[config.mk]
export PLATFORM = sky130hd
export DESIGN_NAME = ps2kb_rx_controller
export DESIGN_NICKNAME = d
export VERILOG_FILES = /design/src/rtl/kfps2kb_pkg.sv /design/src/rtl/ps2kb_scancode_fifo.sv /design/src/rtl/ps2kb_rx_controller.sv
export SDC_FILE = /design/constraint.sdc
export NUM_CORES = 1
export LEC_CHECK = 0
export BUFFER_PORTS_ARGS = -buffer_cell sky130_fd_sc_hd__buf_2
export CORE_ASPECT_RATIO = 0.75
export CORE_MARGIN = 3
export CORE_UTILIZATION = 35
export CTS_CLUSTER_DIAMETER = 80
export DETAILED_ROUTE_END_ITERATION = 8
export PLACE_DENSITY = 0.53
export SLEW_MARGIN = 30
export SYNTH_ARGS = -nofsm -noshare
export SYNTH_HDL_FRONTEND = slang
export SYNTH_SLANG_ARGS = --single-unit
[constraint.sdc]
create_clock -name clock -period 6.5 [get_ports clock]
set_input_delay 1.3 -clock clock [delete_from_list [all_inputs] [get_ports clock]]
set_output_delay 1.3 -clock clock [all_outputs]
set_load 0.02 [all_outputs]
[src/rtl/kfps2kb_pkg.sv]
// Shared types and sizing for the PS/2 keyboard receive controller.
package kfps2kb_pkg;

  localparam int FIFO_DEPTH = 4;
  localparam int PTR_W      = 2;
  localparam int CNT_W      = 3;

  typedef enum logic [1:0] {
    DISABLED,
    RUN,
    INHIBIT_ERR,
    INHIBIT_FULL
  } kb_state_t;

endpackage

[src/rtl/ps2kb_scancode_fifo.sv]
// Four-entry scancode buffer with push/pop/flush, occupancy count and a
// one-cycle overrun pulse when a byte arrives while full without a pop.
module ps2kb_scancode_fifo
  import kfps2kb_pkg::*;
(
  input  logic             clock,
  input  logic             reset,
  input  logic             push,
  input  logic [7:0]       push_data,
  input  logic             pop,
  input  logic             flush,
  output logic [7:0]       head_data,
  output logic [CNT_W-1:0] count,
  output logic             full,
  output logic             overrun
);

  logic [7:0]            mem_reg [FIFO_DEPTH];
  logic [PTR_W-1:0]      wr_ptr_reg;
  logic [PTR_W-1:0]      rd_ptr_reg;
  logic [CNT_W-1:0]      count_reg;
  logic [CNT_W-1:0]      count_next;
  logic                  overrun_reg;
  logic                  empty;
  logic                  do_push;
  logic                  do_pop;
  logic                  drop;
  logic [FIFO_DEPTH-1:0] wr_en;

  assign full    = (count_reg == CNT_W'(FIFO_DEPTH));
  assign empty   = (count_reg == '0);
  assign do_pop  = pop && !empty && !flush;
  // A full buffer still accepts a byte when the head is popped in the same cycle.
  assign do_push = push && !flush && (!full || do_pop);
  assign drop    = push && !flush && !do_push;

  for (genvar gi = 0; gi < FIFO_DEPTH; gi++) begin : g_wr_en
    assign wr_en[gi] = do_push && (wr_ptr_reg == PTR_W'(gi));
  end

  always_ff @(posedge clock) begin
    for (int i = 0; i < FIFO_DEPTH; i++) begin
      if (wr_en[i]) begin
        mem_reg[i] <= push_data;
      end
    end
  end

  always_comb begin
    count_next = count_reg;
    if (flush) begin
      count_next = '0;
    end else begin
      count_next = count_reg + CNT_W'(do_push) - CNT_W'(do_pop);
    end
  end

  always_ff @(posedge clock or posedge reset) begin
    if (reset) begin
      wr_ptr_reg  <= '0;
      rd_ptr_reg  <= '0;
      count_reg   <= '0;
      overrun_reg <= 1'b0;
    end else begin
      count_reg   <= count_next;
      overrun_reg <= drop;
      if (flush) begin
        wr_ptr_reg <= '0;
        rd_ptr_reg <= '0;
      end else begin
        if (do_push) begin
          wr_ptr_reg <= wr_ptr_reg + PTR_W'(1);
        end
        if (do_pop) begin
          rd_ptr_reg <= rd_ptr_reg + PTR_W'(1);
        end
      end
    end
  end

  assign head_data = mem_reg[rd_ptr_reg];
  assign count     = count_reg;
  assign overrun   = overrun_reg;

endmodule

[src/rtl/ps2kb_rx_controller.sv]
// PS/2 keyboard receive controller: scancode buffer, irq, clock-line inhibit FSM.
// Define KFPS2KB_ERROR_COUNT_EN to add the saturating error_count output.
module ps2kb_rx_controller
  import kfps2kb_pkg::*;
#(
  parameter logic [15:0] inhibit_time = 16'd1000
) (
  input  logic       clock,
  input  logic       reset,
  input  logic       peripheral_clock,
  input  logic       enable,
  input  logic [7:0] rx_data,
  input  logic       rx_valid,
  input  logic       rx_error,
  input  logic       read_ack,
  input  logic       flush,
  output logic [7:0] keycode,
  output logic       irq,
  output logic       device_clock_inhibit,
  output logic [2:0] fifo_count,
  output logic       overrun
`ifdef KFPS2KB_ERROR_COUNT_EN
  ,
  output logic [7:0] error_count
`endif
);

  kb_state_t   state_reg;
  logic [15:0] timer_reg;
  logic        inhibit_reg;
  logic        pclk_meta_reg;
  logic        pclk_sync_reg;
  logic        pclk_prev_reg;
  logic        tick;
  logic        fifo_full;

  ps2kb_scancode_fifo u_fifo (
    .clock     (clock),
    .reset     (reset),
    .push      (rx_valid),
    .push_data (rx_data),
    .pop       (read_ack),
    .flush     (flush),
    .head_data (keycode),
    .count     (fifo_count),
    .full      (fifo_full),
    .overrun   (overrun)
  );

  always_ff @(posedge clock or posedge reset) begin
    if (reset) begin
      pclk_meta_reg <= 1'b0;
      pclk_sync_reg <= 1'b0;
      pclk_prev_reg <= 1'b0;
    end else begin
      pclk_meta_reg <= peripheral_clock;
      pclk_sync_reg <= pclk_meta_reg;
      pclk_prev_reg <= pclk_sync_reg;
    end
  end

  assign tick = pclk_sync_reg && !pclk_prev_reg;

  // Inhibit is registered alongside the state so it is low exactly while in RUN.
  always_ff @(posedge clock or posedge reset) begin
    if (reset) begin
      state_reg   <= DISABLED;
      timer_reg   <= '0;
      inhibit_reg <= 1'b1;
    end else if (!enable) begin
      state_reg   <= DISABLED;
      inhibit_reg <= 1'b1;
    end else begin
      case (state_reg)
        DISABLED: begin
          state_reg   <= RUN;
          inhibit_reg <= 1'b0;
        end
        RUN: begin
          if (rx_error) begin
            state_reg   <= INHIBIT_ERR;
            timer_reg   <= '0;
            inhibit_reg <= 1'b1;
          end else if (fifo_full) begin
            state_reg   <= INHIBIT_FULL;
            inhibit_reg <= 1'b1;
          end
        end
        INHIBIT_ERR: begin
          if (timer_reg >= inhibit_time) begin
            if (fifo_full) begin
              state_reg   <= INHIBIT_FULL;
              inhibit_reg <= 1'b1;
            end else begin
              state_reg   <= RUN;
              inhibit_reg <= 1'b0;
            end
          end else if (tick) begin
            timer_reg <= timer_reg + 16'd1;
          end
        end
        INHIBIT_FULL: begin
          if (!fifo_full) begin
            state_reg   <= RUN;
            inhibit_reg <= 1'b0;
          end
        end
        default: begin
          state_reg   <= DISABLED;
          inhibit_reg <= 1'b1;
        end
      endcase
    end
  end

  assign device_clock_inhibit = inhibit_reg;
  assign irq                  = enable && (fifo_count != '0);

`ifdef KFPS2KB_ERROR_COUNT_EN
  logic [7:0] error_count_reg;
  logic       drop_event;

  assign drop_event = rx_valid && fifo_full && !read_ack && !flush;

  always_ff @(posedge clock or posedge reset) begin
    if (reset) begin
      error_count_reg <= '0;
    end else if (flush) begin
      error_count_reg <= '0;
    end else if ((rx_error || drop_event) && (error_count_reg != 8'hFF)) begin
      error_count_reg <= error_count_reg + 8'd1;
    end
  end

  assign error_count = error_count_reg;
`endif

endmodule

==> summary.txt, run 1 <==
Status
  • Status: complete, no violations

Yosys
  • Post-Syn Instances: 205
  • Area leader, netlist: edfxtp_1
  • Main synth FF type: edfxtp_1
  • Netlist cell types: 47
  • Yosys warning total: 0
  • Area fraction of the dominant cell type after synthesis: 33.6%
  • Number of synthesized flops with an enable pin: 32
  • Ranking of synthesized cells by area: edfxtp_1 (34%), dfrtp_1 (25%), mux4_2 (6.3%)
  • Mean Syn Cell Area: 14.0 µm²
  • Sequential area share after synthesis: 59.8%
  • Async set-reset flop share out of synthesis: 48.4%
  • Post-synthesis register bit count: 62
  • Syn_nets: 233
  • Netlist Area Pre-Place: 0.00286 mm²

Route
  • Vias per cell: 5.01
  • WL final: 5.31 mm
  • Drt first pass iters: 4
  • DRT iter0 DRCs: 76
  • Routed WL per cell: 15.5 µm
  • Routed vias: 1719
  • ANT nets after route: 0
  • # DRC: 0

Min path
  • Worst hold path type: reg -> reg
  • HP Start: pclk_meta_reg

Critical path
  • Worst reg2reg setup slack: 3.95 ns
  • Crit path from: u_fifo.rd_ptr_reg[0]
  • Data arrival time of the worst path: 1.84 ns
  • WP data required: 5.20 ns
  • Top fanout value on the critical path: 10
  • Crit. End Element: output pin
  • Reg2reg start: state_reg[0]
  • Slowest cell on crit path: dfrtp_1
  • Crit-path cells: mux4_2 > buf_2
  • Delay-heaviest family, CP: flip-flops
  • Startpoint types: flop
  • Worst path max stage delay: 0.75 ns
  • CP Buf/Inv Count: 1
  • Setup Crit Path Kind: reg -> out

Global route
  • Initial antenna violation count: 0
  • Largest net degree at the start of global routing: 31
  • GRT Overall Usage: 12.3%
  • Vias in the first global route: 1660
  • Grt ovf: 0
  • First-pass GRT wire length: 8.90 mm

Final layout
  • Layout Utilization: 43.7%
  • Layout area overhead: 16.6%
  • Multi-input logic area: 0.00107 mm²
  • Number of diodes: 0
  • Max reg flops: 32
  • Reg area: 0.00171 mm²
  • Share of cells above drive strength 1: 25.6%
  • Fill count: 737
  • Layout net count: 265

Clocking
  • Resize count post-CTS: 0
  • CTS tree: done
  • CTS root buffer: clkbuf_8
  • Clock-pin slew on the worst setup and hold paths: 0.07 ns
  • Post-CTS Hold Buffers: 0
  • Num CTS Buffers: 9
  • Clock buffer depth: 2
  • Worst-Skew Late Latency: 0.33 ns
  • Setup bufs post-CTS: 0
  • H-tree depth: 3
  • CTS Sinks: 62

Placed design
  • Dpl hpwl: 3.62 mm
  • Gp weighted congestion: 0.736
  • Setup WS pre-CTS: 3.27 ns
  • PortBufs: 29

Pwr
  • Pleak: 1.34 nW
  • Power Density: 338 mW/mm²
  • Worst VDD drop: 0.185 mV

Die
  • Placeable Area: 0.00763 mm²
  • Die height: 84.3 µm
  • FP Rows: 27
  • Chip Width: 110 µm
  • Starting density of the core: 37.5%
  • Io pins: 30
  • Full die area: 0.00931 mm²

Timing
  • Achievable Freq: 318 MHz
  • Final hold violation count: 0
  • RSZ-0062 raised after global routing: no
  • Fin worst setup slack: 3.36 ns
  • Setup-failing EPs final: 0
  • Final period utilization: 48.3%
  • Setup TNS: 0 ns
  • Tmin final: 3.14 ns
  • Pins Over Slew Limit: 0
  • Relative max-transition margin: 51.1%
  • Worst-margin pin slew: 0.733 ns
  • Clock Skew: 0.00333 ns

Job
  • Max Cap Violations: 0
-- through the flow --
step           std cells  hold slack (ns)  cell area [µm²]  power [W]
2_1_floorplan        205            0.331             2860   0.000669
3_3_place_gp         327            0.334             3100   0.000736
3_5_place_dp         327            0.340             3100   0.000738
4_1_cts              343            0.355             3340    0.00114
5_1_grt              343            0.360             3340    0.00119
6_report             343            0.353             3340    0.00113
-- cell usage after synthesis, types with 2 or more instances --
cell type   n
nand4_1     2
nor3b_1     3
clkbuf_1    7
and2_1      6
o31ai_1     4
and3_1      4
nor2_1      6
a2bb2oi_1   7
or4_1       2
xor2_1      3
a21oi_1     2
nor2b_1     5
ha_1       11
mux2i_1     2
xnor2_1     2
inv_1      11
nor3_1      5
mux2_2      3
nand3_1    11
a21boi_0    5
o211ai_1    2
nand2_1     8
dfrtp_1    29
edfxtp_1   32
a2111oi_0   2
and2b_1     2
mux4_2      8
o21ai_0     2
-- path summary, 6_finish.rpt --
check,cells past startpoint,endpoint
max,2,keycode[7]
min,0,pclk_sync_reg
max reg2reg,6,timer_reg[11]
min reg2reg,0,pclk_sync_reg
max in group asynchronous,3,device_clock_inhibit
min in group asynchronous,3,state_reg[0]
-- layout by cell type, fill, tap and decap left out, drive strengths merged, types with 4 or more instances in the layout --
| cell | n |
|---|---|
| a21boi | 5 |
| a2bb2oi | 8 |
| and2 | 6 |
| and3 | 4 |
| buf | 30 |
| clkbuf | 9 |
| clkinv | 4 |
| dfrtp | 29 |
| edfxtp | 32 |
| ha | 11 |
| inv | 11 |
| mux4 | 8 |
| nand2 | 8 |
| nand3 | 11 |
| nor2 | 6 |
| nor2b | 5 |
| nor3 | 5 |
| o31ai | 4 |
-- where the power goes --
| part | leakage (nW) | internal, W | switching (W) |
|---|---|---|---|
| registers | 0.693 | 0.000451 | 0.0000479 |
| clock network | 0.121 | 0.000252 | 0.000147 |
| logic | 0.526 | 0.000103 | 0.000126 |
-- worst register-to-register path, stage by stage (launching register included) --
cell and delay [ns]:
dfrtp_1 0.41, inv_1 0.07, ha_1 0.63, mux2_2 0.30, nand2_1 0.18, a21oi_2 0.59, and2b_1 0.26
-- final cells by class --
| type | instances | share of cell area (%) |
|---|---|---|
| Tap cell | 101 | 3.79 |
| Timing Repair Buffer | 30 | 4.57 |
| Sequential cell | 62 | 51.3 |
| Inverter | 11 | 1.24 |
| Clock buffer | 9 | 3.71 |
| Multi-Input combinational cell | 123 | 32.0 |
| Clock inverter | 7 | 3.37 |
-- routing by layer --
| metal | vias up | wire [µm] | track usage, % |
|---|---|---|---|
| li1 | 838 | - | - |
| met1 | 841 | 2860 | 18.6 |
| met2 | 34 | 2130 | 15.5 |
| met3 | 6 | 261 | 5.33 |
| met4 | 0 | 55 | 4.36 |
| met5 | - | 0 | 0 |
-- cell families after synthesis --
kind of cell    after synthesis  share of synthesized area, %
flops                        62                          59.8
simple gates                 61                          12.3
fa+ha+maj                    12                          5.51
mux                          13                          8.17
compound gates               32                          9.62
buf+inv                      20                          3.02
xor+xnor                      5                          1.53
Power figures use the tool's default switching activity.
==> run 2, diff against run 1 <==
- clock period: 6.5 -> 3.1 ns (I/O delays scaled with it)
==> run 2 against run 1 <==
Net effect: combinational power rose by 110%; first-iteration DRC count rose by 42%; sequential power rose by 110%; largest power group unchanged.
==> summary.txt, run 2 (synthesis gave the netlist of run 1 again) <==
Critical path
  • Startpoint types: flop
  • Critical path depth in cells: 2
  • Worst reg2reg path depth: 8
  • Crit. End Element: output pin
  • Crit path from: u_fifo.rd_ptr_reg[0]
  • WP data required: 2.48 ns
  • Data arrival time of the worst path: 1.82 ns
  • Top fanout value on the critical path: 10
  • Delay-heaviest family, CP: flip-flops
  • Setup Crit Path Kind: reg -> out
  • Slowest cell on crit path: dfrtp_1
  • CP Buf/Inv Count: 1
  • Worst path max stage delay: 0.73 ns
  • Crit-path cells: mux4_2 > buf_2
  • Reg2reg start: u_fifo.count[1]

Clocking
  • Post-CTS Hold Buffers: 0
  • CTS tree: done
  • Resize count post-CTS: 0
  • H-tree depth: 3
  • Clock-pin slew on the worst setup and hold paths: 0.06 ns
  • Setup bufs post-CTS: 0
  • Worst-Skew Late Latency: 0.33 ns
  • CTS root buffer: clkbuf_8
  • Clock buffer depth: 2
  • Num CTS Buffers: 9
  • CTS Sinks: 62

Final layout
  • Fill count: 716
  • Layout area overhead: 15.1%
  • Reg area: 0.00171 mm²
  • Most frequent cells in the layout: edfxtp_1 (32), buf_2 (29), dfrtp_1 (29)
  • Max reg flops: 32
  • Final instance count without filler cells: 344
  • Share of cells above drive strength 1: 24.7%
  • Layout Utilization: 43.2%
  • Layout net count: 266
  • Multi-input logic area: 0.00106 mm²
  • Number of diodes: 0
  • Commonest non-fill, non-tap cell in the layout: edfxtp_1

Die
  • FP Rows: 27
  • Starting density of the core: 37.5%
  • Die height: 84.3 µm
  • Io pins: 30
  • Placeable Area: 0.00763 mm²
  • Full die area: 0.00931 mm²
  • Chip Width: 110 µm

Placed design
  • Inst Count DP: 328
  • Gp weighted congestion: 0.693
  • PortBufs: 29
  • Dpl hpwl: 3.60 mm

Timing
  • Relative max-transition margin: 55.2%
  • Achievable Freq: 410 MHz
  • Setup TNS: 0 ns
  • Final hold violation count: 0
  • Setup-failing EPs final: 0
  • Final period utilization: 78.8%
  • RSZ-0062 raised after global routing: no
  • Pins Over Slew Limit: 0
  • Tmin final: 2.44 ns
  • Clock Skew: 0.00700 ns
  • Worst-margin pin slew: 0.672 ns

Global route
  • Largest net degree at the start of global routing: 31
  • GRT Overall Usage: 12.4%
  • Grt ovf: 0
  • First-pass GRT wire length: 8.94 mm
  • Vias in the first global route: 1704
  • Initial antenna violation count: 0

Pwr
  • Sequential Power Share: 47.1%
  • Pleak: 1.32 nW
  • Switching power: 0.000656 W
  • Power Density: 669 mW/mm²
  • Internal: 0.00155 W
  • Gate power share: 21.9%
  • Clock power share: 31.0%
  • Switching share of total power: 29.8%
  • Worst VDD drop: 0.252 mV

Route
  • DRT iter0 DRCs: 108
  • Routed WL per cell: 15.3 µm
  • Vias per cell: 4.95
  • Drt first pass iters: 4
  • ANT nets after route: 0
  • WL final: 5.26 mm
  • # DRC: 0
  • Routed vias: 1703

Min path
  • Worst hold path type: reg -> reg
  • WHS Path Cells: 0
  • HP Start: pclk_meta_reg

Status
  • Status: complete, no violations

Job
  • Max Cap Violations: 0
run 2: cell types whose count changed in the layout (fill, tap and decap cells not counted), sizes merged:
cell,previous run,this run
clkinv,4,3
clkinvlp,0,1
buf,30,31
clkbuf,9,11
bufinv,3,1
run 2: path summary, 6_finish.rpt:
kind                                   endpoint  slack [ns]
hold / removal                    pclk_sync_reg        0.35
min in group asynchronous          state_reg[0]        0.36
setup / recovery                     keycode[3]        0.66
setup reg to reg                u_fifo.count[2]        0.72
max in group asynchronous  device_clock_inhibit        2.42
hold reg to reg                   pclk_sync_reg        0.35
run 2: layout make-up:
type	count	share of cell area, %
clock inverter	5	1.52
clock buffer	11	4.29
multi-input combinational	123	32.3
timing repair buffer	31	4.86
inverter	11	1.25
sequential	62	52.0
tap	101	3.83
run 2: per-layer routing:
layer	GRT usage, %	up-vias	wire length [µm]
met5	0	-	0
li1	-	833	-
met1	17.7	830	2810
met3	5.62	7	250
met4	5.03	0	63
met2	16.3	33	2130
run 2: through the flow:
stage	setup WS (ns)	hold slack [ns]	total power (W)	cell area [µm²]
final	0.658	0.351	0.00221	3300
after global routing	0.503	0.363	0.00234	3300
after CTS	0.584	0.352	0.00224	3300
after detailed placement	0.535	0.338	0.00155	3100
after global placement	0.584	0.333	0.00155	3100
after floorplan	0.670	0.331	0.00140	2860
run 2: power by group through the flow:
stage	registers, W	logic, W	clock network, W
global placement	0.00106	0.000486	0
detailed placement	0.00106	0.000488	0
CTS	0.00104	0.000491	0.000706
finish	0.00104	0.000482	0.000684
floorplan	0.00103	0.000371	0
global route	0.00106	0.000534	0.000750
==> run 3, diff against run 2 <==
- ABC_AREA: not set -> 1
- PLACE_DENSITY: 0.53 -> 0.55
- clock period: 3.1 -> 2.2 ns (I/O delays scaled with it)
==> run 3 against run 2 <==
Net effect: combinational power increased by 75%; die area increased by 2.9%; global-route usage increased by 0.79 points; clock power increased by 44%; first-iteration DRC count increased by 18%; largest power group unchanged.
==> summary.txt, run 3 <==
Status
  • Status: complete, no violations

Die
  • Placeable Area: 0.00802 mm²
  • FP Rows: 28
  • Die height: 85.5 µm
  • Io pins: 30
  • Starting density of the core: 36.8%
  • Chip Width: 112 µm
  • Full die area: 0.00958 mm²

Clocking
  • Clock-pin slew on the worst setup and hold paths: 0.08 ns
  • H-tree depth: 3
  • Worst-Skew Late Latency: 0.34 ns
  • Num CTS Buffers: 9
  • CTS Sinks: 62
  • Post-CTS Hold Buffers: 0
  • CTS root buffer: clkbuf_8
  • Clock buffer depth: 2
  • CTS tree: done

Critical path
  • Startpoint types: flop
  • Worst path max stage delay: 0.44 ns
  • Crit. End Element: flop
  • Setup Crit Path Kind: reg -> reg
  • Crit-path cells: inv_1 > nand3_2 > nand2_1 > nor2_1 > ha_1 > inv_1 > ha_1 > inv_1 > fa_1 > xor2_1 > nor2_1
  • Slowest cell on crit path: dfrtp_2
  • Data arrival time of the worst path: 2.23 ns
  • WP data required: 2.42 ns
  • Worst path most repeated cell: inv_1
  • Top fanout value on the critical path: 4

Global route
  • GRT busiest layer: met2
  • First-pass GRT wire length: 9.91 mm
  • Largest net degree at the start of global routing: 31
  • GR Util met1: 17.7%
  • Grt ovf: 0
  • GRT Overall Usage: 13.2%
  • Met2 GRT Util: 19.5%
  • Vias in the first global route: 2074
  • GRT met3 Usage: 5.71%
  • Initial antenna violation count: 0

Final layout
  • Fill count: 782
  • Most frequent cells in the layout: nand2_1 (55), nor2_1 (45), inv_1 (36)
  • Number of diodes: 0
  • Share of cells above drive strength 1: 21.1%
  • Commonest non-fill, non-tap cell in the layout: nand2_1
  • Layout area overhead: 17.3%
  • Max reg flops: 32
  • Layout net count: 369
  • Multi-input logic area: 0.00105 mm²
  • Reg area: 0.00171 mm²

Timing
  • Pins Over Slew Limit: 0
  • Setup-failing EPs final: 0
  • Setup TNS: 0 ns
  • Relative max-transition margin: 73.6%
  • Clock Skew: 0.0114 ns
  • Final hold violation count: 0
  • Achievable Freq: 496 MHz
  • Final period utilization: 91.6%
  • Tmin final: 2.02 ns
  • Fin worst setup slack: 0.184 ns
  • Worst-margin pin slew: 0.396 ns
  • RSZ-0062 raised after global routing: no

Route
  • Routed vias: 2089
  • ANT nets after route: 0
  • DRT iter0 DRCs: 127
  • Routed WL per cell: 12.9 µm
  • Vias per cell: 4.63
  • # DRC: 0
  • Drt first pass iters: 4
  • WL final: 5.81 mm

Pwr
  • Gate power share: 26.3%
  • Worst VDD drop: 0.757 mV
  • Switching power: 0.00108 W
  • Power Density: 925 mW/mm²
  • Sequential Power Share: 43.0%
  • Clock power share: 30.7%
  • Switching share of total power: 33.7%
  • Internal: 0.00212 W
  • Pleak: 1.53 nW

Min path
  • Worst hold path type: in -> async

Placed design
  • Dpl hpwl: 4.02 mm
  • PortBufs: 29
  • Gp weighted congestion: 0.775
  • Setup WS pre-CTS: 0.197 ns

Yosys
  • Post-synthesis register bit count: 62
  • Netlist cell types: 36
  • Netlist Area Pre-Place: 0.00295 mm²
  • Most numerous cell in the Yosys netlist: nand2_1
  • Sequential area share after synthesis: 58.1%
  • Ranking of synthesized cells by area: edfxtp_1 (33%), dfrtp_1 (25%), nand2_1 (7.0%)
  • Mean Syn Cell Area: 9.90 µm²
  • Post-Syn Instances: 298
  • Syn_nets: 326
  • Area fraction of the dominant cell type after synthesis: 32.6%
  • Most frequent cells after synthesis: nand2_1 (55), nor2_1 (45), inv_1 (37)
  • Area leader, netlist: edfxtp_1
  • Number of synthesized flops with an enable pin: 32
  • Async set-reset flop share out of synthesis: 48.4%
  • Yosys warning total: 0
  • Main synth FF type: edfxtp_1

Job
  • Max Cap Violations: 0
-- run 3: cell families after synthesis --
| family | count (synthesis) | share of synthesized area (%) |
|---|---|---|
| simple gates | 144 | 22.8 |
| flops | 62 | 58.1 |
| buf+inv | 45 | 6.23 |
| compound gates | 30 | 6.11 |
| fa+ha+maj | 12 | 5.34 |
| xor+xnor | 5 | 1.48 |
-- run 3: what timing repair did --
action | 4_1_cts | 5_1_grt
setup endpoints to repair | 0 | 5
gates resized for setup | 0 | 2
buffers inserted | 0 | 0
-- run 3: power groups by stage --
stage,registers (W),logic (W),clock network [W]
finish,0.00138,0.000843,0.000983
global route,0.00139,0.000953,0.00108
CTS,0.00137,0.000856,0.00102
detailed placement,0.00139,0.000850,0
global placement,0.00139,0.000849,0
floorplan,0.00142,0.000571,0
-- run 3: final cells by class --
class | instances | share of cell area, %
flip-flops and latches | 62 | 49.5
multi-input cells | 191 | 30.4
repair buffers | 37 | 5.93
inverters | 40 | 4.59
well taps | 105 | 3.80
clock buffers | 9 | 3.58
clock inverters | 7 | 2.13
-- run 3: per-stage QoR --
step	instances	util [%]	hold slack (ns)	area [µm²]	total power, W
after CTS	451	43.1	0.164	3460	0.00324
final	451	43.1	0.168	3460	0.00320
after floorplan	298	-	0.331	2950	0.00199
after global placement	435	40.6	0.341	3260	0.00224
after global routing	451	43.1	0.171	3460	0.00342
after detailed placement	435	40.6	0.343	3260	0.00224
-- run 3: layer usage --
| layer | vias up | routed length, µm |
|---|---|---|
| li1 | 1066 | - |
| met5 | - | 0 |
| met2 | 31 | 2540 |
| met1 | 985 | 2940 |
| met3 | 7 | 261 |
| met4 | 0 | 72 |
-- run 3: worst paths after layout --
path | startpoint | end | slack (ns) | cells past startpoint
worst max-delay path | u_fifo.count[1] | u_fifo.count[2] | 0.18 | 11
worst min-delay path | reset | timer_reg[2] | 0.17 | 3
worst max register to register | u_fifo.count[1] | u_fifo.count[2] | 0.18 | 11
worst min register to register | pclk_meta_reg | pclk_sync_reg | 0.35 | 0
max in group asynchronous | reset | device_clock_inhibit | 1.70 | 3
min in group clock | peripheral_clock | pclk_meta_reg | 0.21 | 1
-- run 3: worst max-delay path, delay by kind of cell, from the launching register on --
| family | cells | cell delay (ns) |
|---|---|---|
| buffers and inverters | 3 | 0.21 |
| AND/OR/NAND/NOR | 4 | 0.34 |
| flip-flops | 1 | 0.44 |
| adder cells (fa/ha/maj) | 3 | 0.77 |
| XOR/XNOR | 1 | 0.16 |
